<file path="src/rtl/elevator_pkg.sv">
// Shared types and defaults for the elevator step controller slice.
package elevator_pkg;

    typedef enum logic [1:0] {
        IDLE,
        MOVE,
        DOOR
    } state_e;

    localparam int unsigned DEF_NUM_FLOORS = 4;
    localparam int unsigned DEF_DOOR_TICKS = 2;

    // Width of a floor index for n floors (at least one bit).
    function automatic int unsigned floor_w(input int unsigned n);
        return (n < 2) ? 1 : $clog2(n);
    endfunction

endpackage

</file>
<file path="src/rtl/elevator_step_ctrl_if.sv">
// Slow-tick / car-status bundle between the divider side and the step controller.
// Optional macro ELEVATOR_DOOR_HOLD_EN adds the door_hold input.
interface elevator_step_ctrl_if
    import elevator_pkg::*;
#(
    parameter int unsigned NUM_FLOORS = DEF_NUM_FLOORS
) ();

    localparam int unsigned FLOOR_W = floor_w(NUM_FLOORS);

    logic                  tick_in;
    logic [NUM_FLOORS-1:0] req;
`ifdef ELEVATOR_DOOR_HOLD_EN
    logic                  door_hold;
`endif
    logic                  hold;
    logic [FLOOR_W-1:0]    floor;
    logic                  dir_up;
    logic                  moving;
    logic                  door_open;
    logic [NUM_FLOORS-1:0] pending;

    // Divider / button side.
    modport master (
`ifdef ELEVATOR_DOOR_HOLD_EN
        output door_hold,
`endif
        output tick_in, req,
        input  hold, floor, dir_up, moving, door_open, pending
    );

    // Controller side.
    modport slave (
`ifdef ELEVATOR_DOOR_HOLD_EN
        input  door_hold,
`endif
        input  tick_in, req,
        output hold, floor, dir_up, moving, door_open, pending
    );

endinterface

</file>
<file path="src/rtl/tick_edge_sync.sv">
// Three-flop synchroniser for the divider's toggling tick; any edge yields a one-cycle step.
module tick_edge_sync (
    input  logic clk,
    input  logic reset,
    input  logic tick_in,
    output logic step
);

    logic s1;
    logic s2;
    logic s3;

    // s1/s2 resolve metastability, s3 holds the previous settled level.
    always_ff @(posedge clk or posedge reset) begin
        if (reset) begin
            s1 <= 1'b0;
            s2 <= 1'b0;
            s3 <= 1'b0;
        end else begin
            s1 <= tick_in;
            s2 <= s1;
            s3 <= s2;
        end
    end

    assign step = s2 ^ s3;

endmodule

</file>
<file path="src/rtl/elevator_step_ctrl.sv">
// Single-car elevator controller stepped by the divider's slow tick.
// Optional macro ELEVATOR_DOOR_HOLD_EN: door_hold keeps the door open while asserted.
module elevator_step_ctrl
    import elevator_pkg::*;
#(
    parameter int unsigned NUM_FLOORS = DEF_NUM_FLOORS,
    parameter int unsigned DOOR_TICKS = DEF_DOOR_TICKS
) (
    input logic                clk,
    input logic                reset,
    elevator_step_ctrl_if.slave bus
);

    localparam int unsigned FLOOR_W = floor_w(NUM_FLOORS);
    localparam int unsigned CNT_W   = $clog2(DOOR_TICKS + 1);

    state_e                state_q, state_d;
    logic [FLOOR_W-1:0]    floor_q, floor_d;
    logic                  dir_up_q, dir_up_d;
    logic [NUM_FLOORS-1:0] pending_q, pending_d;
    logic [CNT_W-1:0]      cnt_q, cnt_d;

    logic                  step;
    logic                  above;
    logic                  below;
    logic                  door_reload;
    logic [FLOOR_W-1:0]    next_floor;

    tick_edge_sync u_sync (
        .clk     (clk),
        .reset   (reset),
        .tick_in (bus.tick_in),
        .step    (step)
    );

    // Outstanding work ahead of / behind the car, from registered requests only.
    always_comb begin
        above = 1'b0;
        below = 1'b0;
        for (int unsigned i = 0; i < NUM_FLOORS; i++) begin
            if (pending_q[i]) begin
                if (FLOOR_W'(i) > floor_q) above = 1'b1;
                if (FLOOR_W'(i) < floor_q) below = 1'b1;
            end
        end
    end

    // Door counter reload: a repeat press at the open floor (or door_hold) restarts the dwell.
    always_comb begin
        door_reload = (state_q == DOOR) && bus.req[floor_q];
`ifdef ELEVATOR_DOOR_HOLD_EN
        if ((state_q == DOOR) && bus.door_hold) door_reload = 1'b1;
`endif
    end

    // Next-state, request latch and direction selection.
    always_comb begin
        state_d    = state_q;
        floor_d    = floor_q;
        dir_up_d   = dir_up_q;
        cnt_d      = cnt_q;
        pending_d  = pending_q | bus.req;
        next_floor = dir_up_q ? (floor_q + FLOOR_W'(1)) : (floor_q - FLOOR_W'(1));

        // A press at the open floor is absorbed by the door, never latched.
        if (state_q == DOOR) pending_d[floor_q] = pending_q[floor_q];

        unique case (state_q)
            IDLE: begin
                if (pending_q[floor_q]) begin
                    state_d            = DOOR;
                    pending_d[floor_q] = 1'b0;
                    cnt_d              = CNT_W'(DOOR_TICKS);
                end else if (above && (dir_up_q || !below)) begin
                    state_d  = MOVE;
                    dir_up_d = 1'b1;
                end else if (below) begin
                    state_d  = MOVE;
                    dir_up_d = 1'b0;
                end
            end
            MOVE: begin
                if (step) begin
                    floor_d = next_floor;
                    // Uses the old pending: a press arriving with this step is passed by.
                    if (pending_q[next_floor]) begin
                        state_d               = DOOR;
                        pending_d[next_floor] = 1'b0;
                        cnt_d                 = CNT_W'(DOOR_TICKS);
                    end
                end
            end
            DOOR: begin
                if (door_reload) begin
                    cnt_d = CNT_W'(DOOR_TICKS);
                end else if (step) begin
                    cnt_d = cnt_q - CNT_W'(1);
                    if (cnt_q == CNT_W'(1)) begin
                        if (dir_up_q ? above : below) begin
                            state_d = MOVE;
                        end else if (dir_up_q ? below : above) begin
                            state_d  = MOVE;
                            dir_up_d = !dir_up_q;
                        end else begin
                            state_d = IDLE;
                        end
                    end
                end
            end
            default: state_d = IDLE;
        endcase
    end

    // Controller state register.
    always_ff @(posedge clk or posedge reset) begin
        if (reset) begin
            state_q   <= IDLE;
            floor_q   <= '0;
            dir_up_q  <= 1'b1;
            pending_q <= '0;
            cnt_q     <= '0;
        end else begin
            state_q   <= state_d;
            floor_q   <= floor_d;
            dir_up_q  <= dir_up_d;
            pending_q <= pending_d;
            cnt_q     <= cnt_d;
        end
    end

    assign bus.hold      = (state_q == IDLE);
    assign bus.moving    = (state_q == MOVE);
    assign bus.door_open = (state_q == DOOR);
    assign bus.floor     = floor_q;
    assign bus.dir_up    = dir_up_q;
    assign bus.pending   = pending_q;

endmodule

</file>
<file path="src/flat_wrapper.sv">
// flat-port wrapper written by rule: the top's interface ports become plain ports
module elevator_step_ctrl_flat import elevator_pkg::*;
#(
    parameter int unsigned NUM_FLOORS = DEF_NUM_FLOORS,
    parameter int unsigned DOOR_TICKS = DEF_DOOR_TICKS
)
  (clk, reset, bus_tick_in, bus_req, bus_hold, bus_floor, bus_dir_up, bus_moving, bus_door_open, bus_pending);
  elevator_step_ctrl_if #(.NUM_FLOORS(NUM_FLOORS)) bus_i ();
  input logic clk;
  input logic reset;
  input wire logic [$bits(bus_i.tick_in)-1:0] bus_tick_in;
  input wire logic [$bits(bus_i.req)-1:0] bus_req;
  output wire logic [$bits(bus_i.hold)-1:0] bus_hold;
  output wire logic [$bits(bus_i.floor)-1:0] bus_floor;
  output wire logic [$bits(bus_i.dir_up)-1:0] bus_dir_up;
  output wire logic [$bits(bus_i.moving)-1:0] bus_moving;
  output wire logic [$bits(bus_i.door_open)-1:0] bus_door_open;
  output wire logic [$bits(bus_i.pending)-1:0] bus_pending;
  assign bus_i.tick_in = bus_tick_in;
  assign bus_i.req = bus_req;
  assign bus_hold = bus_i.hold;
  assign bus_floor = bus_i.floor;
  assign bus_dir_up = bus_i.dir_up;
  assign bus_moving = bus_i.moving;
  assign bus_door_open = bus_i.door_open;
  assign bus_pending = bus_i.pending;
  elevator_step_ctrl #(.NUM_FLOORS(NUM_FLOORS), .DOOR_TICKS(DOOR_TICKS)) u_core (.clk(clk), .reset(reset), .bus(bus_i));
endmodule
</file>
<file path="config.mk">
export PLATFORM = sky130hd
export DESIGN_NAME = elevator_step_ctrl_flat
export DESIGN_NICKNAME = d
export VERILOG_FILES = /design/src/rtl/elevator_pkg.sv /design/src/rtl/elevator_step_ctrl_if.sv /design/src/rtl/tick_edge_sync.sv /design/src/rtl/elevator_step_ctrl.sv /design/src/flat_wrapper.sv
export SDC_FILE = /design/constraint.sdc
export NUM_CORES = 1
export LEC_CHECK = 0
export CORE_MARGIN = 2
export CORE_UTILIZATION = 46
export DETAILED_ROUTE_END_ITERATION = 10
export GPL_ROUTABILITY_DRIVEN = 0
export PLACE_DENSITY = 0.78
export SKIP_LAST_GASP = 1
export SLEW_MARGIN = 20
export SYNTH_ARGS = -nofsm -noshare
export SYNTH_HDL_FRONTEND = slang
export SYNTH_SLANG_ARGS = --single-unit
</file>
<file path="constraint.sdc">
create_clock -name clk -period 2.2 [get_ports clk]
set_input_delay 0.44 -clock clk [delete_from_list [all_inputs] [get_ports clk]]
set_output_delay 0.44 -clock clk [all_outputs]
set_load 0.005 [all_outputs]
</file>
Word-level counts from Yosys, hierarchy flattened
Index checks and enable logic that the tools add are counted.
{"block": "word_totals", "regBits": 14, "in_bits": 7, "out_inout_bits": 10, "word_cells": 117}
{"block": "classes", "add_sub_neg": 3, "order_cmp": 12, "n_eq_ne": 15, "muxes": 59, "n_bitwise": 6, "n_reduce_logical": 14}
{"op": "$mux W1", "count": 32}
{"op": "$mux W2", "count": 13}
{"op": "$mux W4", "count": 4}
{"op": "$ne A2 B1 Y1 const B", "count": 6}
{"op": "$pmux W2 S3", "count": 2}
{"op": "$and A4 B4 Y4", "count": 2}
{"op": "$not A4 Y4", "count": 2}
{"op": "$pmux W4 S2", "count": 1}
{"op": "$reduce_and A8 Y1", "count": 1}
{"op": "$bmux W1 S2", "count": 3}
{"op": "$lt A2 B3 Y1 const B", "count": 2}
{"op": "$ne A2 B2 Y1 const B", "count": 3}
{"op": "$ne A3 B1 Y1 const B", "count": 2}
{"op": "$reduce_and A6 Y1", "count": 1}
{"op": "$reduce_and A5 Y1", "count": 1}
{"op": "$bwmux W4", "count": 1}
{"op": "$demux W1 S2", "count": 2}
{"op": "$eq A2 B1 Y1 const B", "count": 2}
{"op": "$ge A2 B1 Y1 const B", "count": 2}
{"op": "$gt A1 B2 Y1 const A", "count": 2}
{"op": "$gt A2 B2 Y1 const A", "count": 2}
{"op": "$logic_and A1 B1 Y1", "count": 4}
{"op": "$lt A1 B2 Y1 const A", "count": 2}
{"op": "$lt A2 B2 Y1 const A", "count": 2}
{"op": "other kinds (13)", "count": 15}

Logic depth before layout (Yosys ltp)
{"block": "logic_depth", "depth_word": 16, "ltp_mapped": 8}

Hierarchy
Synthesis repeated with hierarchy kept, for this count alone.
{"block": "unflattened", "hier_cells": 110, "hier_area_um2": 1016.0}
{"module": "elevator_step_ctrl", "n_inst": 1, "cells_each": 105, "area_each_um2": 928.4, "seq_area_each_um2": 276.5}
{"module": "tick_edge_sync", "n_inst": 1, "cells_each": 5, "area_each_um2": 87.6, "seq_area_each_um2": 75.1}

Worst setup path before layout
No wires, ideal clock.
{"block": "synth_timing", "path_kind": "reg-to-reg", "start": "register u_core.floor_q[0] (netlist: u_core.bus.floor[0])", "end": "register u_core.pending_q[3] (netlist: u_core.bus.pending[3])", "setup_ps": 124, "arrival_time_ps": 1958, "required_ps": 2076, "slack_ps": 118, "stages_incl_launch_ff": 9, "path_buffers": 1, "synth_period_minus_slack_ps": 2082, "path_cell_list": "dfrtp_1 -> buf_6 -> inv_1 -> ha_1 -> xnor2_1 -> a211oi_1 -> nor4_2 -> a21oi_2 -> o31a_1"}
{"block": "synth_via", "elab_chain_cells": 11, "elab_cells_between_ends": 27, "cone_classes": "2 x add/sub; 4 x order compare; 15 x mux; 4 x bitwise; 2 x reduce/logical"}
{"item": "start, declared", "line": "elevator_step_ctrl.sv:18", "rtl": "logic [FLOOR_W-1:0] floor_q, floor_d;"}
{"item": "start signal, assigned", "line": "elevator_step_ctrl.sv:124", "rtl": "floor_q <= floor_d;"}
{"item": "$sub A2 B1 Y2 / $add A2 B1 Y2 (equally long branches)", "line": "elevator_step_ctrl.sv:63", "rtl": "next_floor = dir_up_q ? (floor_q + FLOOR_W'(1)) : (floor_q - FLOOR_W'(1));"}
{"item": "$mux W2", "line": "elevator_step_ctrl.sv:63"}
{"item": "$lt A2 B3 Y1 (not written as such) / $ge A2 B1 Y1 (equally long branches)", "line": "elevator_step_ctrl.sv:88", "rtl": "pending_d[next_floor] = 1'b0;"}
{"item": "$logic_and A1 B1 Y1 (not written as such)", "line": "elevator_step_ctrl.sv:88"}
{"item": "$mux W1 (not written as such)", "line": "elevator_step_ctrl.sv:88"}
{"item": "$demux W1 S2"}
{"item": "$not A4 Y4 (no line)"}
{"item": "$and A4 B4 Y4 (no line)"}
{"item": "$mux W4", "line": "elevator_step_ctrl.sv:86", "rtl": "if (pending_q[next_floor]) begin"}
{"item": "$mux W4", "line": "elevator_step_ctrl.sv:83", "rtl": "if (step) begin"}
{"item": "$pmux W4 S2 (*)", "line": "elevator_step_ctrl.sv:68", "rtl": "unique case (state_q)"}
{"item": "net u_core.pending_d[3]", "line": "elevator_step_ctrl.sv:20", "rtl": "logic [NUM_FLOORS-1:0] pending_q, pending_d;"}
{"item": "end signal, assigned", "line": "elevator_step_ctrl.sv:126", "rtl": "pending_q <= pending_d;"}
{"item": "end, declared", "line": "elevator_step_ctrl.sv:20"}
The timed path passes the listed nets; every way through them passes the cells marked *. The select of a mux whose other input is x is not followed.
A chain may end at the register's enable or synchronous reset.

Worst setup path after layout
{"block": "layout_timing", "start": "register u_core.floor_q[0] (netlist: u_core.bus.floor[0])", "end": "register u_core.state_q[0]"}
{"block": "layout_via", "elab_chain_cells": 16, "elab_cells_between_ends": 51, "cone_classes": "2 x add/sub; 8 x order compare; 3 x eq/ne; 33 x mux; 5 x reduce/logical"}
{"item": "$gt A1 B2 Y1 / $lt A1 B2 Y1 (equally long branches)", "line": "elevator_step_ctrl.sv:42, elevator_step_ctrl.sv:43"}
{"item": "$mux W1, on equally long branches", "line": "elevator_step_ctrl.sv:42, elevator_step_ctrl.sv:43"}
{"item": "$mux W1", "line": "elevator_step_ctrl.sv:41", "rtl": "if (pending_q[i]) begin"}
{"item": "$mux W1, on equally long branches", "line": "elevator_step_ctrl.sv:42, elevator_step_ctrl.sv:43"}
{"item": "$mux W1", "line": "elevator_step_ctrl.sv:41"}
{"item": "$mux W1, on equally long branches", "line": "elevator_step_ctrl.sv:42, elevator_step_ctrl.sv:43"}
{"item": "$mux W1", "line": "elevator_step_ctrl.sv:41"}
{"item": "$mux W1, on equally long branches", "line": "elevator_step_ctrl.sv:42, elevator_step_ctrl.sv:43"}
{"item": "$mux W1", "line": "elevator_step_ctrl.sv:41"}
{"item": "$mux W1 (2 in a row)", "line": "elevator_step_ctrl.sv:101", "rtl": "end else if (dir_up_q ? below : above) begin"}
{"item": "$mux W2", "line": "elevator_step_ctrl.sv:99", "rtl": "if (dir_up_q ? above : below) begin"}
{"item": "$mux W2", "line": "elevator_step_ctrl.sv:98", "rtl": "if (cnt_q == CNT_W'(1)) begin"}
{"item": "$mux W2", "line": "elevator_step_ctrl.sv:96", "rtl": "end else if (step) begin"}
{"item": "$mux W2", "line": "elevator_step_ctrl.sv:94", "rtl": "if (door_reload) begin"}
{"item": "$pmux W2 S3", "line": "elevator_step_ctrl.sv:68"}
{"item": "end signal, assigned", "line": "elevator_step_ctrl.sv:123", "rtl": "state_q <= state_d;"}
{"item": "end, declared", "line": "elevator_step_ctrl.sv:17", "rtl": "state_e state_q, state_d;"}
Parallel ways exist; a longest one is shown, timed or not. The select of a mux whose other input is x is not followed.

==> results.sh <==
export IMPL_ff2ff_setup_slack_ps=190
export IMPL_hpwlAfterDp_mm=1.669
export IMPL_whs_endpoint="u_core.u_sync.s2"
export IMPL_dieHeight_um=49.77
export IMPL_power_density_nw_per_um2=1273
export IMPL_clk_latency_ps=280
export IMPL_final_cell_mix="16 x clkdlybuf4s50_1, 13 x dfrtp_1, 9 x nor2_1, 8 x inv_1, 8 x nand2_1"
export IMPL_dp_slack_ps=136.8
export IMPL_antenna_found_initial=0
export IMPL_cp_data_arrival_time_ps=2170
export IMPL_synthToLayoutAreaGrowth_pct=25.07
export IMPL_hp_class="flop to flop"
export IMPL_min_path_cells=0
export IMPL_htreeDepth=1
export IMPL_postSynthNetCount=110
export IMPL_ff2ff_path_depth=7
export IMPL_portBuffers=16
export IMPL_final_common_cell="clkdlybuf4s50_1"
export IMPL_drc=0
export IMPL_grt_pass1_wl_mm=3.857
export IMPL_cts_hold_buf=0
export IMPL_fmax_mhz=498.2
export IMPL_drive_gt1_share_pct=17.50
export IMPL_required_ps=2360
export IMPL_cts_sinks=14
export IMPL_crit_reg2reg_launch="u_core.bus.floor[0]"
export IMPL_die_w_um=49.77
export IMPL_ant_nets=0
export IMPL_place_inst=143
export IMPL_finalCriticalPeriod_ps=2007
export IMPL_overflow=0
export IMPL_slew_viol_final=0
export IMPL_maxSlewHeadroom_pct=64.30
export IMPL_path_clk_slew_ps=90
export IMPL_wirelength_mm=2.213
export IMPL_hold_viol_final=0
export IMPL_crit_path_max_incr_delay_ps=390
export IMPL_firstDrtPassIters=4
export IMPL_cts_buffer_depth=2
export IMPL_leakagePower_nw=0.4871
export IMPL_core_um2=1962
export IMPL_vias_per_cell=5.735
export IMPL_holdWs_ps=354.3
export IMPL_syn_area_um2=963.4
export IMPL_worst_path_max_fanout=11
export IMPL_worstPathCellList="buf_4 -> ha_1 -> inv_1 -> a221o_1 -> or3b_1 -> a21oi_1 -> o32ai_1"
export IMPL_num_antenna_cells=0
export IMPL_startpoint_type="flop"
export IMPL_postSynthCellCount=97
export IMPL_num_rows=16
export IMPL_cts_root_buf="clkbuf_4"
export IMPL_rsz0062_at_grt="no"
export IMPL_fin_worst_skew_ps=1.150
export IMPL_path_buf_inv=2
export IMPL_slowest_stage="a221o_1"
export IMPL_synth_ff_type="dfrtp_1"
export IMPL_maxCapViolCount=0
export IMPL_crit_type="flop to flop"
export IMPL_synth_edf_count=0
export IMPL_die_area_um2=2477
export IMPL_ys_ff_latch=14
export IMPL_ir_drop_v=0.0007693
export IMPL_crit_path_end_kind="flop"
export IMPL_post_cts_buffers=0
export IMPL_start_util_pct=49.11
export IMPL_totalNegativeSetupSlack_ps=0
export IMPL_grt_max_degree=15
export IMPL_grt_use_total_pct=20.88
export IMPL_cts_made_buffers=3
export IMPL_vias=843
export IMPL_fin_ws_ps=192.8
export IMPL_ys_seq_area_share_pct=36.49
export IMPL_setup_viol=0
export IMPL_cts_resized=0
export IMPL_drtIter0Drc=31
export IMPL_wl_per_cell_um=15.05
export IMPL_worst_pin_slew_ps=534.9
export IMPL_yosysUniqueCellTypes=35
export IMPL_syn_area_per_cell_um2=9.932
export IMPL_hp_start="u_core.u_sync.s1"
export IMPL_crit_family="compound AO/OA/AOI/OAI gates"
export IMPL_r2r_end="u_core.state_q[0]"
export IMPL_status="complete, no violations"
export IMPL_ys_warn_count=0
export IMPL_final_cells=147
export IMPL_final_nets=134
export IMPL_synth_async_reset_ratio_pct=100.0
export IMPL_cts_tree="built"
export IMPL_min_period_over_period_pct=91.24
export IMPL_first_global_vias=829
export IMPL_io_pins=17
-- flip-flops by register name, indices dropped and copies added, names as in the netlist --
register and flops:
u_core.bus.dir_up 1, u_core.bus.floor 2, u_core.bus.pending 4, u_core.cnt_q 2, u_core.state_q 2, u_core.u_sync.s1 1, u_core.u_sync.s2 1, u_core.u_sync.s3 1
-- Yosys cell counts, types with 2 or more instances --
master | instances | share of area [%]
a31oi_1 | 2 | 1.3
nor2_1 | 9 | 3.5
xor2_1 | 2 | 1.8
a21oi_1 | 3 | 1.6
o21ai_0 | 4 | 2.1
buf_6 | 3 | 3.5
inv_1 | 8 | 3.1
a22oi_1 | 2 | 1.6
ha_1 | 6 | 7.8
nand2_1 | 8 | 3.1
mux4_2 | 2 | 4.7
dfrtp_1 | 13 | 34
a211oi_1 | 5 | 3.9
xnor2_1 | 3 | 2.7
nor2b_1 | 2 | 1.3
nor3_1 | 5 | 2.6
o21ai_1 | 2 | 1.0
-- power by group --
group	internal [mW]	switching, mW
sequential	0.329	0.0817
combinational	0.460	0.471
clock	0.101	0.0909
total	0.890	0.644
-- metrics by stage --
| step | power [mW] | util [%] | cell area, µm² |
|---|---|---|---|
| 2_1_floorplan | 1.032 | - | 963.4 |
| 3_3_place_gp | 1.317 | 59.57 | 1169 |
| 3_5_place_dp | 1.336 | 59.57 | 1169 |
| 4_1_cts | 1.529 | 61.42 | 1205 |
| 5_1_grt | 1.653 | 61.42 | 1205 |
| 6_report | 1.534 | 61.42 | 1205 |
-- worst max-delay path by stage --
stage	slack, ps	cells past startpoint	end	start
2_1_floorplan	120	8	u_core.bus.pending[3]	u_core.bus.floor[0]
3_3_place_gp	200	6	u_core.cnt_q[0]	bus_req[3]
3_5_place_dp	140	6	u_core.bus.dir_up	bus_req[3]
4_1_cts	200	7	u_core.bus.pending[3]	u_core.bus.floor[1]
5_1_grt	50	7	u_core.bus.pending[3]	u_core.bus.floor[1]
6_report	190	7	u_core.state_q[0]	u_core.bus.floor[0]
-- cell type report --
class                           instances  area (µm²)
Fill cell                             182       757.0
Multi-Input combinational cell         71       540.5
Sequential cell                        14       351.6
Timing Repair Buffer                   23       212.7
Clock buffer                            4       36.28
Tap cell                               27       33.78
Inverter                                8       30.03
-- cell families after synthesis --
kind of cell	Yosys count	share of synthesized area, %
buffers and inverters	12	7.403
xor gates and xnor gates	6	6.235
DFF	14	36.49
and+or+nand+nor	28	14.42
muxes	2	4.675
adders and majority gates	6	7.792
AOI/OAI and AO/OA	29	22.99
-- metal layers --
metal / vias to the layer above / part of all wire [%] / wire length [µm] / global-route usage, %
met5: - / 0 / 0 / 0
met4: 0 / 2.3 / 50 / 11.11
met3: 6 / 7.5 / 165 / 5.152
met2: 42 / 46 / 1018 / 30.89
met1: 396 / 44 / 978 / 28.02
li1: 399 / - / - / -
-- worst register-to-register path: cells and delay by family, from the launching register on --
family,cells,cell delay (ps)
DFF,1,350
adders and majority gates,1,260
buffers and inverters,2,250
AOI/OAI and AO/OA,3,640
and+or+nand+nor,1,390
Power figures use the tool's default switching activity.
